--- src/rtl/cache_mem_arbiter_if.sv ---
// Bundles the I-cache, D-cache and RAM signals of the cache/memory arbiter.
// The arbiter uses the master view; the caches and RAM model use the slave view.
interface cache_mem_arbiter_if;
    logic        iREN;
    logic [31:0] iaddr;
    logic        iwait;
    logic [31:0] iload;
    logic        dREN;
    logic        dWEN;
    logic [31:0] daddr;
    logic [31:0] dstore;
    logic        dwait;
    logic [31:0] dload;
    logic        ramREN;
    logic        ramWEN;
    logic [31:0] ramaddr;
    logic [31:0] ramstore;
    logic [31:0] ramload;
    logic [1:0]  ramstate;
    logic        err;

    modport master (
        input  iREN, iaddr, dREN, dWEN, daddr, dstore, ramload, ramstate,
        output iwait, iload, dwait, dload, ramREN, ramWEN, ramaddr, ramstore, err
    );

    modport slave (
        output iREN, iaddr, dREN, dWEN, daddr, dstore, ramload, ramstate,
        input  iwait, iload, dwait, dload, ramREN, ramWEN, ramaddr, ramstore, err
    );
endinterface

--- src/rtl/cache_mem_arbiter.sv ---
// Arbitrates one RAM port between I-cache and D-cache; D wins unless I has starved STARVE_MAX D grants.
// Latency: grant registered one cycle after request, completion on the first RAM ACCESS cycle (min 2 cycles).
// Backpressure: requesters stall on iwait/dwait; RAM BUSY/FREE/ERROR holds the grant and re-drives the RAM.
module cache_mem_arbiter #(
    parameter int STARVE_MAX = 4
) (
    input  logic                 CLK,
    input  logic                 nRST,
    cache_mem_arbiter_if.master  bus
);
    localparam int CW = (STARVE_MAX < 1) ? 1 : $clog2(STARVE_MAX + 1);
    localparam logic [CW-1:0] STARVE_LIM = CW'(STARVE_MAX);
    localparam logic [1:0] RAM_ACCESS = 2'd2;
    localparam logic [1:0] RAM_ERROR  = 2'd3;

    typedef enum logic [1:0] {IDLE, IGRANT, DGRANT} state_t;

    state_t          state_q, state_d;
    logic [CW-1:0]   starve_q, starve_d;
    logic            err_q, err_d;
    logic            d_req;
    logic            ram_done;

    assign d_req    = bus.dREN | bus.dWEN;
    assign ram_done = (bus.ramstate == RAM_ACCESS);

    always_comb begin
        state_d  = state_q;
        starve_d = starve_q;
        err_d    = err_q | (bus.ramstate == RAM_ERROR);
        case (state_q)
            IDLE: begin
                if (d_req) begin
                    state_d = (bus.iREN && starve_q == STARVE_LIM) ? IGRANT : DGRANT;
                end else if (bus.iREN) begin
                    state_d = IGRANT;
                end
            end
            IGRANT: begin
                // A withdrawn request abandons the grant without touching the starve count.
                if (!bus.iREN) begin
                    state_d = IDLE;
                end else if (ram_done) begin
                    state_d  = IDLE;
                    starve_d = '0;
                end
            end
            DGRANT: begin
                if (!d_req) begin
                    state_d = IDLE;
                end else if (ram_done) begin
                    state_d = IDLE;
                    if (!bus.iREN) begin
                        starve_d = '0;
                    end else if (starve_q != STARVE_LIM) begin
                        starve_d = starve_q + CW'(1);
                    end
                end
            end
            default: state_d = IDLE;
        endcase
    end

    always_ff @(posedge CLK or negedge nRST) begin
        if (!nRST) begin
            state_q  <= IDLE;
            starve_q <= '0;
            err_q    <= 1'b0;
        end else begin
            state_q  <= state_d;
            starve_q <= starve_d;
            err_q    <= err_d;
        end
    end

    // RAM side follows the live inputs of the granted requester so ERROR cycles retry the same access.
    always_comb begin
        bus.ramREN   = 1'b0;
        bus.ramWEN   = 1'b0;
        bus.ramaddr  = '0;
        bus.ramstore = '0;
        case (state_q)
            IGRANT: begin
                bus.ramREN  = bus.iREN;
                bus.ramaddr = bus.iaddr;
            end
            DGRANT: begin
                bus.ramWEN   = bus.dWEN;
                bus.ramREN   = bus.dREN & ~bus.dWEN;
                bus.ramaddr  = bus.daddr;
                bus.ramstore = bus.dstore;
            end
            default: ;
        endcase
    end

    assign bus.iwait = bus.iREN & ~((state_q == IGRANT) & ram_done);
    assign bus.dwait = d_req    & ~((state_q == DGRANT) & ram_done);
    assign bus.iload = bus.ramload;
    assign bus.dload = bus.ramload;
    assign bus.err   = err_q;
endmodule

--- src/flat_wrapper.sv ---
// flat-port wrapper written by rule: the top's interface ports become plain ports
module cache_mem_arbiter_flat 
#(
    parameter int STARVE_MAX = 4
)
  (CLK, nRST, bus_iREN, bus_iaddr, bus_dREN, bus_dWEN, bus_daddr, bus_dstore, bus_ramload, bus_ramstate, bus_iwait, bus_iload, bus_dwait, bus_dload, bus_ramREN, bus_ramWEN, bus_ramaddr, bus_ramstore, bus_err);
  cache_mem_arbiter_if bus_i ();
  input  logic CLK;
  input  logic nRST;
  input wire logic [$bits(bus_i.iREN)-1:0] bus_iREN;
  input wire logic [$bits(bus_i.iaddr)-1:0] bus_iaddr;
  input wire logic [$bits(bus_i.dREN)-1:0] bus_dREN;
  input wire logic [$bits(bus_i.dWEN)-1:0] bus_dWEN;
  input wire logic [$bits(bus_i.daddr)-1:0] bus_daddr;
  input wire logic [$bits(bus_i.dstore)-1:0] bus_dstore;
  input wire logic [$bits(bus_i.ramload)-1:0] bus_ramload;
  input wire logic [$bits(bus_i.ramstate)-1:0] bus_ramstate;
  output wire logic [$bits(bus_i.iwait)-1:0] bus_iwait;
  output wire logic [$bits(bus_i.iload)-1:0] bus_iload;
  output wire logic [$bits(bus_i.dwait)-1:0] bus_dwait;
  output wire logic [$bits(bus_i.dload)-1:0] bus_dload;
  output wire logic [$bits(bus_i.ramREN)-1:0] bus_ramREN;
  output wire logic [$bits(bus_i.ramWEN)-1:0] bus_ramWEN;
  output wire logic [$bits(bus_i.ramaddr)-1:0] bus_ramaddr;
  output wire logic [$bits(bus_i.ramstore)-1:0] bus_ramstore;
  output wire logic [$bits(bus_i.err)-1:0] bus_err;
  assign bus_i.iREN = bus_iREN;
  assign bus_i.iaddr = bus_iaddr;
  assign bus_i.dREN = bus_dREN;
  assign bus_i.dWEN = bus_dWEN;
  assign bus_i.daddr = bus_daddr;
  assign bus_i.dstore = bus_dstore;
  assign bus_i.ramload = bus_ramload;
  assign bus_i.ramstate = bus_ramstate;
  assign bus_iwait = bus_i.iwait;
  assign bus_iload = bus_i.iload;
  assign bus_dwait = bus_i.dwait;
  assign bus_dload = bus_i.dload;
  assign bus_ramREN = bus_i.ramREN;
  assign bus_ramWEN = bus_i.ramWEN;
  assign bus_ramaddr = bus_i.ramaddr;
  assign bus_ramstore = bus_i.ramstore;
  assign bus_err = bus_i.err;
  cache_mem_arbiter #(.STARVE_MAX(STARVE_MAX)) u_core (.CLK(CLK), .nRST(nRST), .bus(bus_i));
endmodule
--- config.mk ---
export PLATFORM = sky130hd
export DESIGN_NAME = cache_mem_arbiter_flat
export DESIGN_NICKNAME = d
export VERILOG_FILES = /design/src/rtl/cache_mem_arbiter_if.sv /design/src/rtl/cache_mem_arbiter.sv /design/src/flat_wrapper.sv
export SDC_FILE = /design/constraint.sdc
export NUM_CORES = 1
export LEC_CHECK = 0
export BUFFER_PORTS_ARGS = -buffer_cell sky130_fd_sc_hd__clkbuf_2
export CORE_AREA = 8 8 98 100
export DETAILED_ROUTE_END_ITERATION = 8
export DIE_AREA = 0 0 106 108
export MAX_ROUTING_LAYER = met4
export PLACE_DENSITY = 0.68
export SYNTH_ARGS = -nofsm -noshare
export SYNTH_HDL_FRONTEND = slang
export SYNTH_SLANG_ARGS = --single-unit
--- constraint.sdc ---
create_clock -name CLK -period 3.2 [get_ports CLK]
set_clock_uncertainty 0.05 [all_clocks]
set_input_delay 0.16 -clock CLK [delete_from_list [all_inputs] [get_ports CLK]]
set_output_delay 0.16 -clock CLK [all_outputs]
set_load 0.05 [all_outputs]
==> out/results.md <==
## Timing
* Worst Tran Pin Value: 849 ps
* max-slew violation count: 0
* Final setup viols: 0
* RSZ-0062 raised after global routing: false
* Hold Slack: 113 ps
* final worst-path cycle share: 75.2%
* shortest clock period the worst path allows after layout: 2410 ps
* setup total negative slack: 0 ps
* number of hold violations in the final report: 0
* upper clock frequency limit: 416 MHz
* headroom to the max-slew limit: 43.4%
* crit path setup slack, layout: 795 ps

## Synth
* Yosys reg bits: 6
* post-synthesis cell area: 0.00167 mm²
* Synth cell types: 31
* asr flop ratio synth: 100%
* ys flop type: dfrtp_1
* area share of and/or/nand/nor cells after synthesis: 31.5%
* Compound-Gate Fraction of Synth Area: 20.0%
* syn nets: 370
* combinational family with the most area after synthesis: buffers and inverters
* Post-Synth XOR/XNOR Area: 0%
* number of enable-type register cells in the synthesized netlist: 0
* mux share of post-synthesis cell area: 0.901%
* share of the yosys chip area belonging to registers: 9.01%
* average instance area after synthesis: 7.28 µm²
* Synthesis Warnings: 0
* Post-Syn Instances: 229
* arithmetic-cell share of the synthesized area counting full adders, half adders and majority gates: 4.50%

## Floorplanning
* core box area: 0.00805 mm²
* height of the die: 108 µm
* number of top-level pins: 268
* initial cell density of the core: 20.7%
* floorplan row count: 33
* die outline width: 106 µm
* DIE AREA: 0.0114 mm²

## GRT
* largest net degree at the start of global routing: 47
* GRT Total Usage: 10.3%
* vias in the first global route: 1818
* global-route wire length before repair: 9530 µm
* antenna violations before repair: 0
* grt ovf: 0

## Clock tree
* Worst-path clk slew: 40 ps
* number of buffers created by CTS: 3
* hold_buf cts: 1
* TritonCTS clock tree: yes
* insertion delay to the later sink of the worst-skew pair: 220 ps
* clock tree buffer depth: 2
* CTS-repair resized insts: 0
* post-CTS repair timing setup buffer count: 0
* number of H-tree levels: 1
* clock tree root driver cell: clkbuf_8
* total clock sinks: 6

## Critical path
* Worst Path Class, Setup: reg -> out
* Reg2Reg Depth: 6
* Reg2Reg Capture Point: u_core.starve_q[1]
* slack of the worst reg-to-reg path: 1140 ps
* crit path max fanout: 46
* critical path data required time: 2990 ps
* endpoint class of the critical path: output port
* kind of start point of the critical path: flip-flop
* r2r startpoint: u_core.state_q[0]
* data arrival time of the critical path: 2200 ps

## Finish
* Nets: 469
* count of inserted antenna diode cells: 0
* synth-to-layout area growth: 31.2%
* count of non-filler cells in the finished layout: 431
* share of post-route cells with drive strength above 1: 55.5%
* highest-count cells in the layout ignoring fill and taps: 171 x clkbuf_2, 34 x and2_1, 33 x nor2b_1
* most frequent standard cell in the layout excluding fill and tap cells: clkbuf_2

## Worst hold path
* Min-Delay Endpoint: u_core.bus.err
* startpoint of the most critical hold path: bus_ramstate[1]
* cell depth of the worst hold path: 2
* worst min-delay path category: in -> reg

## Pwr
* relative contribution of sequential cells to total power: 5.3%
* combinational share of power: 90.2%
* Leak: 1.18 nW
* cell-internal power: 0.820 mW
* Net Switching: 1.70 mW
* maximum vdd ir drop: 0.632 mV
* ratio of total power to cell area: 1150 mW/mm²
* sw frac: 67.4%
* Clock power frac: 4.4%

## Place
* # port buffers: 171
* cell count after placement: 427
* DP Worst Slack: 1020 ps
* global placer's final weighted congestion: 0.782
* Detailed Place HPWL: 5480 µm

## Detailed routing
* via-per-instance ratio: 4.12
* total number of vias: 1775
* Residual DRC: 0
* Initial DRT Pass Iterations: 4
* detailed-route wire length: 6520 µm
* drt initial violations: 60
* post-detailed-route count of antenna-violating nets: 0
* routed length per instance: 15.1 µm

## Run status
* run status: complete, no violations

## Flow run
* Max Cap Violations: 0

-- cells in the mapped netlist, drive strengths merged (2+ instances only) --
master	number	area, µm²
buf	68	503
and2	34	213
nor2b	34	220
a22oi	32	240
clkbuf	12	45.0
dfrtp	6	150
ha	6	75.1
nand2	6	25.0
inv	5	18.8
nand3	5	25.0
a21oi	3	15.0
o21ai	2	10.0
o22ai	2	12.5
-- flip-flops by register name (all words and copies together) (netlist names) --
| name | flops |
|---|---|
| u_core.bus.err | 1 |
| u_core.starve_q | 3 |
| u_core.state_q | 2 |
-- layout make-up --
type / instances / area [µm²]
clock buffers: 3 / 41.3
fillers: 901 / 5860
inverters: 5 / 18.8
multi-input cells: 138 / 952
flip-flops and latches: 6 / 150
well taps: 105 / 131
repair buffers: 174 / 893
-- worst max-delay path by stage --
stage	depth (start not counted)	to	startpoint
final	6	bus_ramaddr[11]	u_core.state_q[0]
after global routing	6	bus_ramaddr[11]	u_core.state_q[0]
after CTS	6	bus_ramaddr[11]	u_core.state_q[0]
after detailed placement	6	bus_ramaddr[11]	u_core.state_q[0]
after global placement	6	bus_ramaddr[28]	u_core.state_q[0]
after floorplan	5	bus_iwait	u_core.state_q[1]
-- critical path, stage by stage, from the launching register on --
cell and delay (ps):
dfrtp_1 390, inv_1 110, ha_2 640, buf_12 250, a22oi_1 100, nor2b_1 150, clkbuf_2 310
-- kinds of logic (layout without fill, tap and decap cells) --
| group | count (synthesis) | after routing |
|---|---|---|
| AOI/OAI and AO/OA | 46 | 46 |
| adders and majority gates | 6 | 6 |
| buffers and inverters | 85 | 182 |
| DFF | 6 | 6 |
| muxes | 1 | 1 |
| and+or+nand+nor | 85 | 85 |
-- routing by layer --
layer,track usage [%],up-vias,wire length [µm]
met4,3.62,0,119
met1,10.4,801,2400
li1,-,900,-
met2,19.1,54,3680
met3,2.50,20,320
met5,-,-,0
-- power by group through the flow --
stage	clock network [mW]	registers, mW	logic [mW]
6_report	0.112	0.134	2.27
2_1_floorplan	0	0.127	2.00
3_3_place_gp	0	0.132	2.26
4_1_cts	0.118	0.134	2.29
5_1_grt	0.124	0.139	2.41
3_5_place_dp	0	0.135	2.29
-- metrics by stage --
stage	total power, mW	area, µm²	utilization [%]
after global placement	2.40	2140	26.5
after floorplan	2.12	1670	-
after CTS	2.55	2190	27.2
after detailed placement	2.42	2140	26.5
final	2.52	2190	27.2
after global routing	2.67	2190	27.2
(Power assumes the default switching activity.)
